--- config.mk ---
export PLATFORM = sky130hd
export DESIGN_NAME = ballot_input_conditioner_flat
export DESIGN_NICKNAME = d
export VERILOG_FILES = /design/src/rtl/ballot_input_conditioner_if.sv /design/src/rtl/ballot_input_conditioner.sv /design/src/flat_wrapper.sv
export SDC_FILE = /design/constraint.sdc
export NUM_CORES = 1
export LEC_CHECK = 0
export ABC_AREA = 1
export BUFFER_PORTS_ARGS = -buffer_cell sky130_fd_sc_hd__buf_4
export CAP_MARGIN = 15
export CORE_MARGIN = 3
export CORE_UTILIZATION = 49
export DETAILED_ROUTE_END_ITERATION = 10
export PLACE_DENSITY = 0.73
export SETUP_SLACK_MARGIN = 0.15
export SYNTH_ARGS = -nofsm -noshare
export SYNTH_HDL_FRONTEND = slang
export SYNTH_HIERARCHICAL = 1
export SYNTH_SLANG_ARGS = --single-unit
--- constraint.sdc ---
create_clock -name clk -period 1 [get_ports clk]
set_input_delay 0.2 -clock clk [delete_from_list [all_inputs] [get_ports clk]]
set_output_delay 0.2 -clock clk [all_outputs]
set_load 0.01 [all_outputs]
--- src/rtl/ballot_input_conditioner_if.sv ---
// Ballot conditioner bus: raw buttons, voter ID and tally-stage status in,
// conditioned vote pulses and status out. master = tally/ID side driving
// the inputs, slave = the conditioner.
interface ballot_input_conditioner_if #(
  parameter int ID_WIDTH = 4
);
  logic                btn_a;
  logic                btn_b;
  logic                btn_c;
  logic [ID_WIDTH-1:0] voter_id_in;
  logic                voting_enabled;
  logic                busy;
  logic                vote_a;
  logic                vote_b;
  logic                vote_c;
  logic [ID_WIDTH-1:0] voter_id_out;
  logic                multi_press_err;
  logic                rejected;
  logic                ready;

  modport master (
    output btn_a, btn_b, btn_c, voter_id_in, voting_enabled, busy,
    input  vote_a, vote_b, vote_c, voter_id_out, multi_press_err, rejected, ready
  );

  modport slave (
    input  btn_a, btn_b, btn_c, voter_id_in, voting_enabled, busy,
    output vote_a, vote_b, vote_c, voter_id_out, multi_press_err, rejected, ready
  );
endinterface

--- src/rtl/ballot_input_conditioner.sv ---
// Ballot input conditioner: synchronizes and debounces three candidate
// buttons, then turns a single clean press into one registered vote pulse
// paired with a latched voter ID. Multi-button presses are flagged, ballots
// are held while the tally stage is busy, and dropped when voting is off.

// One button lane: 2-flop synchronizer followed by a saturating debouncer.
module bic_debounce #(
  parameter int DEBOUNCE_CYCLES = 4
) (
  input  logic clk,
  input  logic reset_n,
  input  logic raw,
  output logic level
);
  localparam int            CW   = $clog2(DEBOUNCE_CYCLES + 1);
  localparam logic [CW-1:0] LAST = CW'(DEBOUNCE_CYCLES - 1);

  logic [1:0]    sync;
  logic [CW-1:0] cnt;

  // Two-stage synchronizer for the asynchronous button input.
  always_ff @(posedge clk or negedge reset_n) begin
    if (!reset_n) sync <= '0;
    else          sync <= {sync[0], raw};
  end

  // Level flips only after DEBOUNCE_CYCLES consecutive disagreeing edges;
  // any agreeing edge restarts the count, so short bounce is ignored.
  always_ff @(posedge clk or negedge reset_n) begin
    if (!reset_n) begin
      cnt   <= '0;
      level <= 1'b0;
    end else if (sync[1] == level) begin
      cnt <= '0;
    end else if (cnt == LAST) begin
      cnt   <= '0;
      level <= ~level;
    end else begin
      cnt <= cnt + 1'b1;
    end
  end
endmodule

module ballot_input_conditioner #(
  parameter int DEBOUNCE_CYCLES = 4,
  parameter int ID_WIDTH        = 4
) (
  input logic                        clk,
  input logic                        reset_n,
  ballot_input_conditioner_if.slave  bus
);
  localparam int NUM_LANES = 3;

  localparam logic [1:0] S_IDLE    = 2'd0;
  localparam logic [1:0] S_PENDING = 2'd1;
  localparam logic [1:0] S_WAIT    = 2'd2;

  // Lane order everywhere: [0]=a, [1]=b, [2]=c.
  logic [NUM_LANES-1:0] raw;
  logic [NUM_LANES-1:0] lvl;
  logic [NUM_LANES-1:0] cand;
  logic [NUM_LANES-1:0] vote_q;
  logic [1:0]           state;
  logic                 err_q;
  logic                 rej_q;
  logic [ID_WIDTH-1:0]  id_q;
  logic                 any_hi;
  logic                 one_hi;

  assign raw = {bus.btn_c, bus.btn_b, bus.btn_a};

  bic_debounce #(.DEBOUNCE_CYCLES(DEBOUNCE_CYCLES)) u_lane [NUM_LANES-1:0] (
    .clk     (clk),
    .reset_n (reset_n),
    .raw     (raw),
    .level   (lvl)
  );

  assign any_hi = |lvl;
  assign one_hi = any_hi && ((lvl & (lvl - 1'b1)) == '0);

  // Ballot FSM; all pulse outputs are registered and default low each cycle.
  always_ff @(posedge clk or negedge reset_n) begin
    if (!reset_n) begin
      state  <= S_IDLE;
      cand   <= '0;
      vote_q <= '0;
      err_q  <= 1'b0;
      rej_q  <= 1'b0;
      id_q   <= '0;
    end else begin
      vote_q <= '0;
      err_q  <= 1'b0;
      rej_q  <= 1'b0;
      case (state)
        S_IDLE: begin
          if (one_hi) begin
            id_q <= bus.voter_id_in;
            cand <= lvl;
            if (!bus.voting_enabled) begin
              rej_q <= 1'b1;
              state <= S_WAIT;
            end else if (!bus.busy) begin
              vote_q <= lvl;
              state  <= S_WAIT;
            end else begin
              state <= S_PENDING;
            end
          end else if (any_hi) begin
            err_q <= 1'b1;
            state <= S_WAIT;
          end
        end
        S_PENDING: begin
          // Candidate was frozen at accept; button activity here is ignored.
          if (!bus.voting_enabled) begin
            rej_q <= 1'b1;
            state <= S_WAIT;
          end else if (!bus.busy) begin
            vote_q <= cand;
            state  <= S_WAIT;
          end
        end
        S_WAIT: begin
          if (!any_hi) state <= S_IDLE;
        end
        default: state <= S_IDLE;
      endcase
    end
  end

  assign bus.vote_a          = vote_q[0];
  assign bus.vote_b          = vote_q[1];
  assign bus.vote_c          = vote_q[2];
  assign bus.voter_id_out    = id_q;
  assign bus.multi_press_err = err_q;
  assign bus.rejected        = rej_q;
  // Reflects the state register directly, so it is high right out of reset.
  assign bus.ready           = (state == S_IDLE);

  // A candidate recorded for PENDING is always exactly one lane.
  a_onehot_vote : assert property (@(posedge clk) disable iff (!reset_n) $onehot0(vote_q));
  a_pend_cand   : assert property (@(posedge clk) disable iff (!reset_n)
                                   (state == S_PENDING) |-> $onehot(cand));
endmodule

--- src/flat_wrapper.sv ---
// flat-port wrapper written by rule: the top's interface ports become plain ports
module ballot_input_conditioner_flat 
#(
  parameter int DEBOUNCE_CYCLES = 4,
  parameter int ID_WIDTH        = 4
)
  (clk, reset_n, bus_btn_a, bus_btn_b, bus_btn_c, bus_voter_id_in, bus_voting_enabled, bus_busy, bus_vote_a, bus_vote_b, bus_vote_c, bus_voter_id_out, bus_multi_press_err, bus_rejected, bus_ready);
  ballot_input_conditioner_if #(.ID_WIDTH(ID_WIDTH)) bus_i ();
  input logic clk;
  input logic reset_n;
  input wire logic [$bits(bus_i.btn_a)-1:0] bus_btn_a;
  input wire logic [$bits(bus_i.btn_b)-1:0] bus_btn_b;
  input wire logic [$bits(bus_i.btn_c)-1:0] bus_btn_c;
  input wire logic [$bits(bus_i.voter_id_in)-1:0] bus_voter_id_in;
  input wire logic [$bits(bus_i.voting_enabled)-1:0] bus_voting_enabled;
  input wire logic [$bits(bus_i.busy)-1:0] bus_busy;
  output wire logic [$bits(bus_i.vote_a)-1:0] bus_vote_a;
  output wire logic [$bits(bus_i.vote_b)-1:0] bus_vote_b;
  output wire logic [$bits(bus_i.vote_c)-1:0] bus_vote_c;
  output wire logic [$bits(bus_i.voter_id_out)-1:0] bus_voter_id_out;
  output wire logic [$bits(bus_i.multi_press_err)-1:0] bus_multi_press_err;
  output wire logic [$bits(bus_i.rejected)-1:0] bus_rejected;
  output wire logic [$bits(bus_i.ready)-1:0] bus_ready;
  assign bus_i.btn_a = bus_btn_a;
  assign bus_i.btn_b = bus_btn_b;
  assign bus_i.btn_c = bus_btn_c;
  assign bus_i.voter_id_in = bus_voter_id_in;
  assign bus_i.voting_enabled = bus_voting_enabled;
  assign bus_i.busy = bus_busy;
  assign bus_vote_a = bus_i.vote_a;
  assign bus_vote_b = bus_i.vote_b;
  assign bus_vote_c = bus_i.vote_c;
  assign bus_voter_id_out = bus_i.voter_id_out;
  assign bus_multi_press_err = bus_i.multi_press_err;
  assign bus_rejected = bus_i.rejected;
  assign bus_ready = bus_i.ready;
  ballot_input_conditioner #(.DEBOUNCE_CYCLES(DEBOUNCE_CYCLES), .ID_WIDTH(ID_WIDTH)) u_core (.clk(clk), .reset_n(reset_n), .bus(bus_i));
endmodule
Yosys cells after proc, flatten, opt, wreduce, memory -nomap -nowiden --
Index checks and enable logic that the tools add are counted. Widths: inputs -> output; s select.
Storage, ports and cells: input port bits 11, logic and storage cells 72, output and inout port bits 10, bits in read-only memories 0, latch bits 0, memories kept 0, register bits 32, memory bits (writable) 0
Operators by class: shifts and indexed selects 0, bitwise operators 7, reduce and logical (&&, ||, !) cells 9, add/subtract/negate cells 4, multiplexer cells 26, div/mod/pow operators 0, eq/ne operators 11, multipliers 0, magnitude comparators 0
Operators with widths (number):
- $mux 3 | 11
- $mux 2 | 7
- $add 3x1->3 const B | 3
- $eq 3x2->1 const B | 3
- $reduce_and 2->1 | 4
- $not 1->1 | 6
- $pmux 2 s3 | 1
- $pmux 3 s2 | 1
- $mux 1 | 5
- $and 3x3->3 | 1
- $eq 1x1->1 | 3
- $logic_not 3->1 | 1
- $ne 3x1->1 const B | 1
- $ne 3x3->1 const B | 1
- $reduce_and 3->1 | 1
- $reduce_or 3->1 | 1
- $sub 3x1->3 const B | 1
- $eq 2x1->1 const B | 1
- $eq 2x2->1 const B | 1
- $logic_not 2->1 | 1
- $ne 2x2->1 const B | 1
- $pmux 1 s2 | 1
- $logic_and 1x1->1 | 1

Logic depth before layout (Yosys ltp) --
Gate-level depths: netlist (run 1).
depth after elaboration 6, mapped depth 7, gate-level depth less buffers 6

Modules after synthesis --
The synthesis (run 1) kept the hierarchy.
By module, submodules not included:
- ballot_input_conditioner | sequential area each 350.3 um2, cells an instance 79, area each 701.9 um2, times used 1
- bic_debounce at u_core.u_lane[1] ... | sequential area each 150.1 um2, cells an instance 25, area each 239.0 um2, times used 2
- bic_debounce at u_core.u_lane[0] | sequential area each 150.1 um2, cells an instance 25, area each 236.5 um2, times used 1

Least setup slack after synthesis (run 1) --
Ideal clock, no wire load.
kind flip-flop to flip-flop, from reg u_core.u_lane[2].level, to reg u_core.state[1], arrival 0.948 ns, clock period less this slack 1.065 ns, required time 0.883 ns, buffers on the path 1, setup time 0.117 ns, stages on the path, launching flop included 8, setup slack -0.065 ns, cells stage by stage dfrtp_1 > inv_4 > nand2_2 > nand2_2 > buf_6 > nand3_2 > nand2_1 > nand2_1
On the way: word-level cells in the longest chain between the ends 6, elaborated cells on any way between the ends 10, classes of those cells 1 x add/sub; 2 x eq/ne; 2 x mux; 1 x bitwise; 4 x reduce/logical
RTL lines:
- from (decl) | line ballot_input_conditioner.sv:13 | output logic level
- from (signal assigned) | line ballot_input_conditioner.sv:37 | level <= ~level;
- $sub 3x1->3 | line ballot_input_conditioner.sv:80 | assign one_hi = any_hi && ((lvl & (lvl - 1'b1)) == '0);
- $and 3x3->3 | line ballot_input_conditioner.sv:80
- $logic_not 3->1 | line ballot_input_conditioner.sv:80
- $logic_and 1x1->1 | line ballot_input_conditioner.sv:80
- $ne 3x1->1 (no line) / $mux 2 (equally long branches)
- $reduce_and 3->1 (no line) / $pmux 2 s3 (equally long branches)
- to (signal assigned) | line ballot_input_conditioner.sv:85 | state <= S_IDLE;
- to (signal assigned) | line ballot_input_conditioner.sv:102 | state <= S_WAIT;
- to (signal assigned) | line ballot_input_conditioner.sv:105 | state <= S_WAIT;
- to (decl) | line ballot_input_conditioner.sv:63 | logic [1:0] state;
Several ways; a longest one is shown, not always the timed one. A chain may end at the register's enable or synchronous reset.

Worst setup path in the final report (run 1) --
from reg u_core.state[1], to reg u_core.id_q[3] (netlist: u_core/bus.voter_id_out[3])
On the way: word-level cells in the longest chain between the ends 2
RTL lines:
- $logic_not 2->1 | line ballot_input_conditioner.sv:95 | case (state)
- $reduce_and 2->1 (no line)
- to (signal assigned) | line ballot_input_conditioner.sv:98 | id_q <= bus.voter_id_in;
- to (decl) | line ballot_input_conditioner.sv:66 | logic [ID_WIDTH-1:0] id_q;
No other way between the ends.

==> results of run 1 <==
## cells in the final DEF, fill, tap and decap left out, drive strengths merged, types with 2 or more instances in the layout
| master | count |
|---|---|
| nand2 | 57 |
| inv | 22 |
| dlygate4sd3 | 4 |
| ha | 3 |
| nor2 | 15 |
| clkbuf | 7 |
| nand3 | 16 |
| dfrtp | 32 |
| a21oi | 4 |
| nand4 | 2 |
| buf | 42 |
## power groups by stage
stage | logic [mW] | clock network [mW] | registers, mW
after global placement | 2.23 | 0 | 1.94
after global routing | 3.73 | 0.858 | 2.08
after detailed placement | 2.35 | 0 | 1.96
final | 3.47 | 0.790 | 2.05
after floorplan | 1.40 | 0 | 2.01
after CTS | 2.77 | 0.796 | 2.00
## cell families (layout without fill, tap and decap cells)
family          count (synthesis)  after routing  synth area share
buf+inv                        23             76            0.0680
fa+ha+maj                       3              3            0.0265
compound gates                  5              5            0.0309
simple gates                   91             91             0.309
flops                          32             32             0.565
## registers in the layout, indices dropped and copies added, names as in the netlist
register                    count
u_core/bus.voter_id_out         4
u_core/bus.rejected             1
u_core/u_lane/level             3
u_core/state                    2
u_core/u_lane/sync              6
u_core/cand                     3
u_core/u_lane/cnt               9
u_core/bus.multi_press_err      1
u_core/vote_q                   3
## what timing repair did
action                                  4_1_cts  5_1_grt
resized for setup                            31       38
hold buffers                                  4        0
buffers inserted                              3        8
hold endpoints to repair                     35        0
pin swaps                                    13       13
endpoints found under the setup margin       36       36
## per-layer routing
metal  vias up  part of all wire  global-route usage
li1        578                 -                   -
met1       637              0.39               0.235
met2        46              0.56               0.363
met3         5             0.044              0.0605
met4         0             0.011              0.0823
met5         -                 0                   0
## final timing paths
check                                         start                          to  slack, ns  cells after the start
max                                 u_core/state[1]  u_core/bus.voter_id_out[3]      -0.22                      6
min                              bus_voter_id_in[0]  u_core/bus.voter_id_out[0]       0.09                      3
max reg2reg                         u_core/state[1]  u_core/bus.voter_id_out[3]      -0.22                      6
min reg2reg                u_core/u_lane[1]/sync[0]    u_core/u_lane[1]/sync[1]       0.35                      0
max in group asynchronous                   reset_n             u_core/state[0]       0.36                      2
min in group asynchronous                   reset_n              u_core/cand[2]       0.32                      2
## through the flow
stage               instances  utilization  hold slack (ns)
floorplan                 154            -          -0.0956
global placement          214        0.650            0.152
detailed placement        214        0.650            0.157
CTS                       229        0.743           0.0770
global route              237        0.817           0.0803
finish                    237        0.817           0.0940
## worst min-delay path, cell delays in order
cell and delay [ns]:
buf_4 0.08, nand3_1 0.06, nand2_1 0.06
## layout make-up
| type | instances | area (um^2) |
|---|---|---|
| Timing Repair Buffer | 46 | 430 |
| Clock buffer | 7 | 55.1 |
| Tap cell | 30 | 37.5 |
| Inverter | 22 | 92.6 |
| Multi-Input combinational cell | 99 | 706 |
| Fill cell | 172 | 478 |
| Clock inverter | 1 | 7.51 |
| Sequential cell | 32 | 806 |
==> results.sh, run 1 <==
export IMPL_maxSlewHeadroom=0.734
export IMPL_pwr_share_comb=0.550
export IMPL_fin_area_um2=2130
export IMPL_post_route_min_period_ns=1.22
export IMPL_worst_slack_ns=-0.219
export IMPL_core_rowCount=18
export IMPL_critPathSlowestCell="dfrtp_1"
export IMPL_synth_area_leader_cell="dfrtp_1"
export IMPL_grt_pass1_vias=1250
export IMPL_gp_congestion=0.828
export IMPL_syn_inst=154
export IMPL_groute_usage_overall=0.208
export IMPL_required_ns=1.23
export IMPL_max_clock_freq_mhz=820
export IMPL_fp_dieW_um=59.8
export IMPL_vdd_ir_drop_max_mv=2.06
export IMPL_syn2layout_area_growth_pct=50.7
export IMPL_hpwl_um=2170
export IMPL_ys_ff_latch=32
export IMPL_n_antenna_cell=0
export IMPL_die_h_um=59.8
export IMPL_p_switching_mw=2.63
export IMPL_violations="negative setup slack"
export IMPL_antenna_left=0
export IMPL_crit_family="flip-flops"
export IMPL_maxSlewViolCount=0
export IMPL_core_area_um2=2610
export IMPL_maxCapViolations=0
export IMPL_yosysUniqueCellTypes=20
export IMPL_crit_type="reg -> reg"
export IMPL_path_clk_slew_ns=0.10
export IMPL_yosys_area_top_type_share=0.565
export IMPL_crit_path_end_kind="flop"
export IMPL_synth_common_cells="nand2_1 (43), dfrtp_1 (32), inv_1 (17), nand3_1 (14)"
export IMPL_swShare=0.418
export IMPL_first_pass_iters=4
export IMPL_grt_max_degree=33
export IMPL_period_share=1.22
export IMPL_worst_slew_pin_slew_ns=0.399
export IMPL_yosysMostFrequentCell="nand2_1"
export IMPL_cts_buffer_depth=2
export IMPL_synthTopCellsByArea="dfrtp_1 (57%), nand2_1 (11%), nand2_2 (5.3%), nand3_1 (4.9%), inv_1 (4.5%)"
export IMPL_clkPwrFrac=0.125
export IMPL_drcViolationCount=0
export IMPL_cts_num_sinks=32
export IMPL_htree_levels=2
export IMPL_grt_ovfl_total=0
export IMPL_sequentialPowerShare=0.325
export IMPL_die_area_um2=3570
export IMPL_arrival_ns=1.45
export IMPL_drtIter0Drc=50
export IMPL_skew_ns=0.0126
export IMPL_status="finished, violations left"
export IMPL_rsz0062_at_grt="true"
export IMPL_crit_buf_inv=2
export IMPL_syn_nets=168
export IMPL_wirelength_um=3660
export IMPL_wl_per_cell_um=15.4
export IMPL_hp_class="in -> reg"
export IMPL_synth_enable_flop_cells=0
export IMPL_tns_ns=-3.10
export IMPL_cts_buffers=5
export IMPL_intPower_mw=3.67
export IMPL_yosysSeqAreaShare=0.565
export IMPL_io_buffers=20
export IMPL_syn_area_per_cell_um2=9.20
export IMPL_power_density_nw_per_um2=2960
export IMPL_antenna_found_initial=0
export IMPL_power_mw=6.31
export IMPL_cts_root_buf="clkbuf_4"
export IMPL_io_pins=21
export IMPL_drive_above_1_share=0.551
export IMPL_p_leak_nw=1.04
export IMPL_start_util=0.542
export IMPL_dp_slack_ns=-0.132
export IMPL_cpPeakStageDelay_ns=0.44
export IMPL_cp_max_fo=7
export IMPL_synth_flop_cell="dfrtp_1"
export IMPL_final_net_count=220
export IMPL_finalHoldViolations=0
export IMPL_clock_latency_ns=0.34
export IMPL_grt_pass1_wl_um=5360
export IMPL_cts_tree="yes"
export IMPL_placed_area_um2=1700
export IMPL_cp_start_kind="flop"
export IMPL_viasPerCell=5.34
export IMPL_ys_warn_count=6
export IMPL_synth_area_um2=1420
export IMPL_setup_violations=30
export IMPL_num_vias=1266
export IMPL_async_flop_share=1.00
export IMPL_worstPathCellList="nor2_4 > buf_4 > buf_6 > nand3_4 > nand2_1 > nand2_2"
Power figures use the tool's default switching activity.
==> run 2, diff against run 1 <==
Settings changed: ABC_AREA 1 to default, CORE_MARGIN 3 to default, TNS_END_PERCENT from default to 5.
==> run 2 against run 1 <==
  * The run still ends with negative setup slack left
  * Clock-buffer cell count unchanged
  * Die area decreased by 18%
  * Sequential power decreased by 3%
  * Critical path depth decreased by 3
  * Synthesized area decreased by 6.4%
  * Routed wire length decreased by 34%
  * Final area decreased by 12%
  * Synthesized cell count decreased by 39%
  * Non-clock buffer count decreased by 2
  * Largest cell class unchanged
  * Largest power group unchanged
==> results.sh, run 2 <==
export IMPL_r2r_setup_slack_ns=-0.44
export IMPL_swShare=0.327
export IMPL_reg2reg_to="u_core/bus.voter_id_out[3]"
export IMPL_synthMuxAreaShare=0.0793
export IMPL_post_route_min_period_ns=1.44
export IMPL_hold_start="bus_voting_enabled"
export IMPL_synth_area_um2=1330
export IMPL_p_switching_mw=1.67
export IMPL_maxSlewHeadroom=0.737
export IMPL_io_buffers=20
export IMPL_reg2reg_depth=3
export IMPL_setup_violations=36
export IMPL_hpwl_um=1570
export IMPL_cp_max_fo=8
export IMPL_power_density_nw_per_um2=2730
export IMPL_clock_latency_ns=0.34
export IMPL_most_common_layout_cells="buf_4 (31), dfrtp_1 (29), buf_6 (9)"
export IMPL_synth_area_leader_cell="dfrtp_1"
export IMPL_hold_end="u_core/bus.rejected"
export IMPL_synth_xor_area_frac=0.0406
export IMPL_die_h_um=54
export IMPL_grt_ovfl_total=0
export IMPL_cts_setup_buffers=0
export IMPL_arrival_ns=1.66
export IMPL_largest_reg_flops=9
export IMPL_critPathSlowestCell="dfrtp_2"
export IMPL_violations="negative setup slack"
export IMPL_ys_ff_latch=32
export IMPL_synth_common_cells="dfrtp_1 (32), mux2_2 (8), nand2_1 (6), nor3b_1 (5), o21ai_0 (5)"
export IMPL_drtIter0Drc=17
export IMPL_vdd_ir_drop_max_mv=2.14
export IMPL_reg2reg_from="u_core/u_lane[0]/level"
export IMPL_period_share=1.44
export IMPL_cts_buffers=5
export IMPL_first_pass_iters=4
export IMPL_yosysUniqueCellTypes=31
export IMPL_drive_above_1_share=0.556
export IMPL_core_area_um2=2520
export IMPL_final_net_count=156
export IMPL_synth_simple_gate_area_frac=0.144
export IMPL_cts_tree="yes"
export IMPL_syn2layout_area_growth_pct=41.5
export IMPL_worstPathCellList="xor2_4 > o211ai_4 > mux2_2"
export IMPL_cts_num_sinks=32
export IMPL_grt_pass1_vias=918
export IMPL_synth_compound_area_frac=0.0831
export IMPL_clkPwrFrac=0.160
export IMPL_core_rowCount=18
export IMPL_n_antenna_cell=0
export IMPL_dp_slack_ns=-0.439
export IMPL_start_util=0.525
export IMPL_min_path_cells=2
export IMPL_largest_register="u_core/u_lane/cnt"
export IMPL_cts_buffer_depth=2
export IMPL_die_area_um2=2920
export IMPL_grt_max_degree=33
export IMPL_worst_slack_ns=-0.440
export IMPL_synth_top_family_by_area="simple AND/OR/NAND/NOR gates"
export IMPL_synthAdderAreaFrac=0.0283
export IMPL_worst_slew_pin_slew_ns=0.395
export IMPL_sequentialPowerShare=0.387
export IMPL_maxCapViolations=0
export IMPL_gp_congestion=0.770
export IMPL_antenna_found_initial=0
export IMPL_yosysSeqAreaShare=0.604
export IMPL_path_clk_slew_ns=0.10
export IMPL_num_vias=882
export IMPL_ys_warn_count=6
export IMPL_wl_per_cell_um=14.0
export IMPL_finalHoldViolations=0
export IMPL_tns_ns=-6.82
export IMPL_wirelength_um=2410
export IMPL_yosys_area_top_type_share=0.604
export IMPL_viasPerCell=5.13
export IMPL_cp_start_kind="flop"
export IMPL_htree_levels=2
export IMPL_rsz0062_at_grt="true"
export IMPL_drcViolationCount=0
export IMPL_syn_nets=108
export IMPL_required_ns=1.22
export IMPL_maxSlewViolCount=0
export IMPL_status="finished, violations left"
export IMPL_final_common_cell="buf_4"
export IMPL_skew_ns=0.0131
export IMPL_crit_type="reg -> reg"
export IMPL_syn_area_per_cell_um2=14.1
export IMPL_antenna_left=0
export IMPL_synth_flop_cell="dfrtp_1"
export IMPL_pwr_share_comb=0.453
export IMPL_groute_usage_overall=0.202
export IMPL_intPower_mw=3.44
export IMPL_hp_class="in -> reg"
export IMPL_syn_inst=94
export IMPL_cpPeakStageDelay_ns=0.46
export IMPL_grt_pass1_wl_um=3950
export IMPL_yosysMostFrequentCell="dfrtp_1"
export IMPL_async_flop_share=1.00
export IMPL_cts_root_buf="clkbuf_4"
export IMPL_max_clock_freq_mhz=694
export IMPL_io_pins=21
export IMPL_nFillCells=173
export IMPL_synthTopCellsByArea="dfrtp_1 (60%), mux2_2 (6.8%), nor2b_4 (3.1%), ha_1 (2.8%), nor3b_1 (2.8%)"
export IMPL_fp_dieW_um=54
export IMPL_crit_path_end_kind="flop"
export IMPL_synth_enable_flop_cells=0
export IMPL_p_leak_nw=0.835
## run 2: cell count changes after synthesis, moves of 4 or more
| cell | previous run | this run |
|---|---|---|
| nor2_1 | 12 | 1 |
| mux2_2 | 0 | 8 |
| inv_2 | 4 | 0 |
| inv_1 | 17 | 1 |
| nand2_2 | 12 | 0 |
| nand2_1 | 43 | 6 |
| nand3_1 | 14 | 3 |
| o21ai_0 | 0 | 5 |
| nor3b_1 | 0 | 5 |
## run 2: worst max-delay path, delay by kind of cell, from the launching register on
family | cells | cell delay [ns]
AOI/OAI and AO/OA | 1 | 0.28
xor gates and xnor gates | 1 | 0.20
DFF | 1 | 0.46
muxes | 1 | 0.38
## run 2: timing repair
item | 4_1_cts | 5_1_grt
setup endpoints to repair | 36 | 36
gates resized for setup | 26 | 6
pin swaps | 5 | 0
hold endpoints to repair | 35 | 0
hold buffers | 4 | 0
## run 2: layout make-up
type                    count  area [um^2]  share of cell area
repair buffers             44          374               0.200
multi-input cells          58          589               0.314
inverters                   1         3.75             0.00200
clock buffers               7         65.1              0.0347
flip-flops and latches     32          805               0.429
well taps                  30         37.5              0.0200
## run 2: worst max path at each step
stage / slack, ns / start / to
after CTS: -0.45 / u_core/u_lane[0]/level / u_core/bus.voter_id_out[3]
after global placement: -0.41 / u_core/u_lane[0]/level / u_core/bus.voter_id_out[2]
after global routing: -0.49 / u_core/u_lane[0]/level / u_core/bus.voter_id_out[3]
final: -0.44 / u_core/u_lane[0]/level / u_core/bus.voter_id_out[3]
after floorplan: -0.45 / u_core/u_lane[0]/level / u_core/bus.voter_id_out[0]
after detailed placement: -0.44 / u_core/u_lane[0]/level / u_core/cand[1]
## run 2: cell families after synthesis
logic type / after synthesis
fa+ha+maj: 3
simple gates: 28
flops: 32
mux: 9
xor+xnor: 4
compound gates: 14
buf+inv: 4
## run 2: power by group through the flow
stage / sequential (mW) / clock, mW / combinational, mW
2_1_floorplan: 1.93 / 0 / 1.13
3_3_place_gp: 1.92 / 0 / 1.90
3_5_place_dp: 1.94 / 0 / 1.95
4_1_cts: 1.98 / 0.834 / 2.20
5_1_grt: 2.03 / 0.896 / 2.51
6_report: 1.98 / 0.819 / 2.31
## run 2: through the flow
stage	area (um^2)	power, mW	util	hold WS [ns]	instances
finish	1870	5.11	0.743	0.0403	172
global route	1870	5.44	0.743	0.0378	172
global placement	1640	3.82	0.650	0.153	161
CTS	1840	5.01	0.728	0.0370	172
detailed placement	1640	3.89	0.650	0.157	161
floorplan	1330	3.07	-	-0.0956	94
## run 2: metal layers
| metal | up-vias | global-route usage | wire (um) |
|---|---|---|---|
| met3 | 5 | 0.0876 | 145 |
| met4 | 0 | 0.0855 | 39 |
| met5 | - | 0 | 0 |
| met2 | 22 | 0.323 | 1210 |
| li1 | 426 | - | - |
| met1 | 429 | 0.236 | 1020 |
==> run 3, diff against run 2 <==
Settings changed: CORE_UTILIZATION 49 to 48, HOLD_SLACK_MARGIN from default to 0.06, PLACE_DENSITY 0.73 to 0.72, SYNTH_HIERARCHICAL 1 to default.
==> run 3 against run 2 <==
  * Critical endpoint is now u_core.cand[0]
  * Highest routed layer unchanged
  * Synthesized area down 4.9%
  * Total power increased by 2.2%
  * The flow still finishes with violations (negative setup slack)
  * Global-route usage rose by 1.4 points
  * Sequential power about the same
  * Combinational power shrank 6%
  * Routed wire length rose by 4.1%
  * Via count grew 0.68%
==> results.sh, run 3 <==
export IMPL_core_rowCount=18
export IMPL_synth_area_leader_cell="dfrtp_1"
export IMPL_grt_use_met1=0.250
export IMPL_power_mw=5.22
export IMPL_first_pass_iters=4
export IMPL_drtIter0Drc=4
export IMPL_multi_input_area_um2=548
export IMPL_yosysUniqueCellTypes=23
export IMPL_cts_tree="yes"
export IMPL_seq_area_um2=802
export IMPL_ys_ff_latch=32
export IMPL_groute_usage_overall=0.216
export IMPL_setup_violations=35
export IMPL_async_flop_share=1.00
export IMPL_skew_ns=0.00558
export IMPL_crit_type="reg -> reg"
export IMPL_whs_ns=0.0981
export IMPL_syn_inst=91
export IMPL_syn2layout_area_growth_pct=44.6
export IMPL_n_antenna_cell=0
export IMPL_maxCapViolations=0
export IMPL_required_ns=1.22
export IMPL_use_met2=0.344
export IMPL_cp_max_fo=8
export IMPL_grt_pass1_wl_um=4050
export IMPL_max_clock_freq_mhz=707
export IMPL_cts_root_buf="clkbuf_4"
export IMPL_grt_pass1_vias=898
export IMPL_busiest_layer="met2"
export IMPL_hpwl_um=1620
export IMPL_vdd_ir_drop_max_mv=2.22
export IMPL_post_route_min_period_ns=1.41
export IMPL_synth_area_um2=1260
export IMPL_ys_warn_count=0
export IMPL_clock_latency_ns=0.33
export IMPL_gp_congestion=0.765
export IMPL_antenna_found_initial=0
export IMPL_drive_above_1_share=0.504
export IMPL_drcViolationCount=0
export IMPL_power_density_nw_per_um2=2860
export IMPL_htree_levels=2
export IMPL_cp_start_kind="flop"
export IMPL_yosysMostFrequentCell="dfrtp_1"
export IMPL_synth_flop_cell="dfrtp_1"
export IMPL_antenna_left=0
export IMPL_fin_area_um2=1820
export IMPL_p_leak_nw=0.819
export IMPL_synthTopCellsByArea="dfrtp_1 (64%), mux2_2 (8.9%), nor3b_1 (4.2%), ha_1 (3.0%), xnor2_1 (2.1%)"
export IMPL_synth_enable_flop_cells=0
export IMPL_num_vias=888
export IMPL_core_area_um2=2480
export IMPL_final_common_cell="dfrtp_1"
export IMPL_dp_cells=150
export IMPL_fin_util=0.735
export IMPL_final_cells=163
export IMPL_violations="negative setup slack"
export IMPL_nFillCells=174
export IMPL_io_pins=21
export IMPL_grt_max_degree=33
export IMPL_most_common_layout_cells="dfrtp_1 (31), buf_4 (20), buf_6 (12)"
export IMPL_wl_per_cell_um=15.4
export IMPL_placed_area_um2=1510
export IMPL_rsz0062_at_grt="true"
export IMPL_start_util=0.509
export IMPL_die_area_um2=2830
export IMPL_viasPerCell=5.45
export IMPL_period_share=1.41
export IMPL_synth_common_cells="dfrtp_1 (32), mux2_2 (10), nor3b_1 (7), o21ai_0 (5)"
export IMPL_fp_dieW_um=53.2
export IMPL_worst_slack_ns=-0.414
export IMPL_syn_area_per_cell_um2=13.8
export IMPL_hp_class="in -> reg"
export IMPL_crit_path_end_kind="flop"
export IMPL_yosys_area_top_type_share=0.636
export IMPL_status="finished, violations left"
export IMPL_tns_ns=-6.42
export IMPL_yosysSeqAreaShare=0.636
export IMPL_largest_register="u_core.u_lane.cnt"
export IMPL_maxSlewHeadroom=0.728
export IMPL_io_buffers=20
export IMPL_cts_num_sinks=32
export IMPL_wirelength_um=2510
export IMPL_grtUsageMet3=0.0891
export IMPL_worst_slew_pin_slew_ns=0.408
export IMPL_die_h_um=53.2
export IMPL_grt_ovfl_total=0
export IMPL_largest_reg_flops=9
export IMPL_cts_buffer_depth=2
export IMPL_dp_slack_ns=-0.415
export IMPL_syn_nets=105
export IMPL_finalHoldViolations=0
export IMPL_cts_buffers=5
export IMPL_maxSlewViolCount=0
export IMPL_final_net_count=146
export IMPL_arrival_ns=1.63
export IMPL_path_clk_slew_ns=0.09
## run 3: report_power, final
group	switching (mW)	internal, mW
clock	0.433	0.664
sequential	0.293	1.67
combinational	0.912	1.24
## run 3: per-layer routing
| layer | wire length [um] | part of all wire |
|---|---|---|
| met5 | 0 | 0 |
| met1 | 1080 | 0.43 |
| met3 | 138 | 0.055 |
| met2 | 1260 | 0.50 |
| met4 | 36 | 0.014 |
## run 3: path summary, 6_finish.rpt
| check | slack (ns) | start | cells past startpoint | endpoint |
|---|---|---|---|---|
| max in group asynchronous | 0.36 | reset_n | 2 | u_core.u_lane[1].level |
| hold reg to reg | 0.36 | u_core.u_lane[2].sync[0] | 0 | u_core.u_lane[2].sync[1] |
| hold / removal | 0.1 | bus_voter_id_in[3] | 2 | u_core.bus.voter_id_out[3] |
| setup reg to reg | -0.41 | u_core.u_lane[0].level | 3 | u_core.cand[0] |
| min in group asynchronous | 0.33 | reset_n | 2 | u_core.u_lane[1].cnt[0] |
| setup / recovery | -0.41 | u_core.u_lane[0].level | 3 | u_core.cand[0] |
## run 3: cell families (layout without fill, tap and decap cells)
kind of cell,count (synthesis),in the layout,share of synthesized area
XOR/XNOR,4,4,0.0338
flip-flops,32,32,0.636
adder cells (fa/ha/maj),3,3,0.0298
AND/OR/NAND/NOR,25,25,0.113
multiplexers,10,10,0.0894
buffers and inverters,4,46,0.0218
AO/OA/AOI/OAI,13,13,0.0765
## run 3: area by class of cell
| cell class | instances | area share |
|---|---|---|
| multi-input combinational | 55 | 0.301 |
| clock inverter | 1 | 0.0165 |
| clock buffer | 7 | 0.0357 |
| inverter | 1 | 0.00206 |
| sequential | 32 | 0.440 |
| tap | 30 | 0.0206 |
| timing repair buffer | 37 | 0.184 |
## run 3: critical path: stages, from the launching register on
cell and delay (ns):
dfrtp_1 0.42, xor2_2 0.20, o211ai_4 0.30, mux2_2 0.39
## run 3: repair_timing
item                                    4_1_cts  5_1_grt
pin swaps                                     4        1
endpoints found under the setup margin       36       36
hold endpoints to repair                     36        0
gates resized for setup                      29        7
hold buffers                                  5        0
buffers inserted                              0        0
cloned                                        0        0
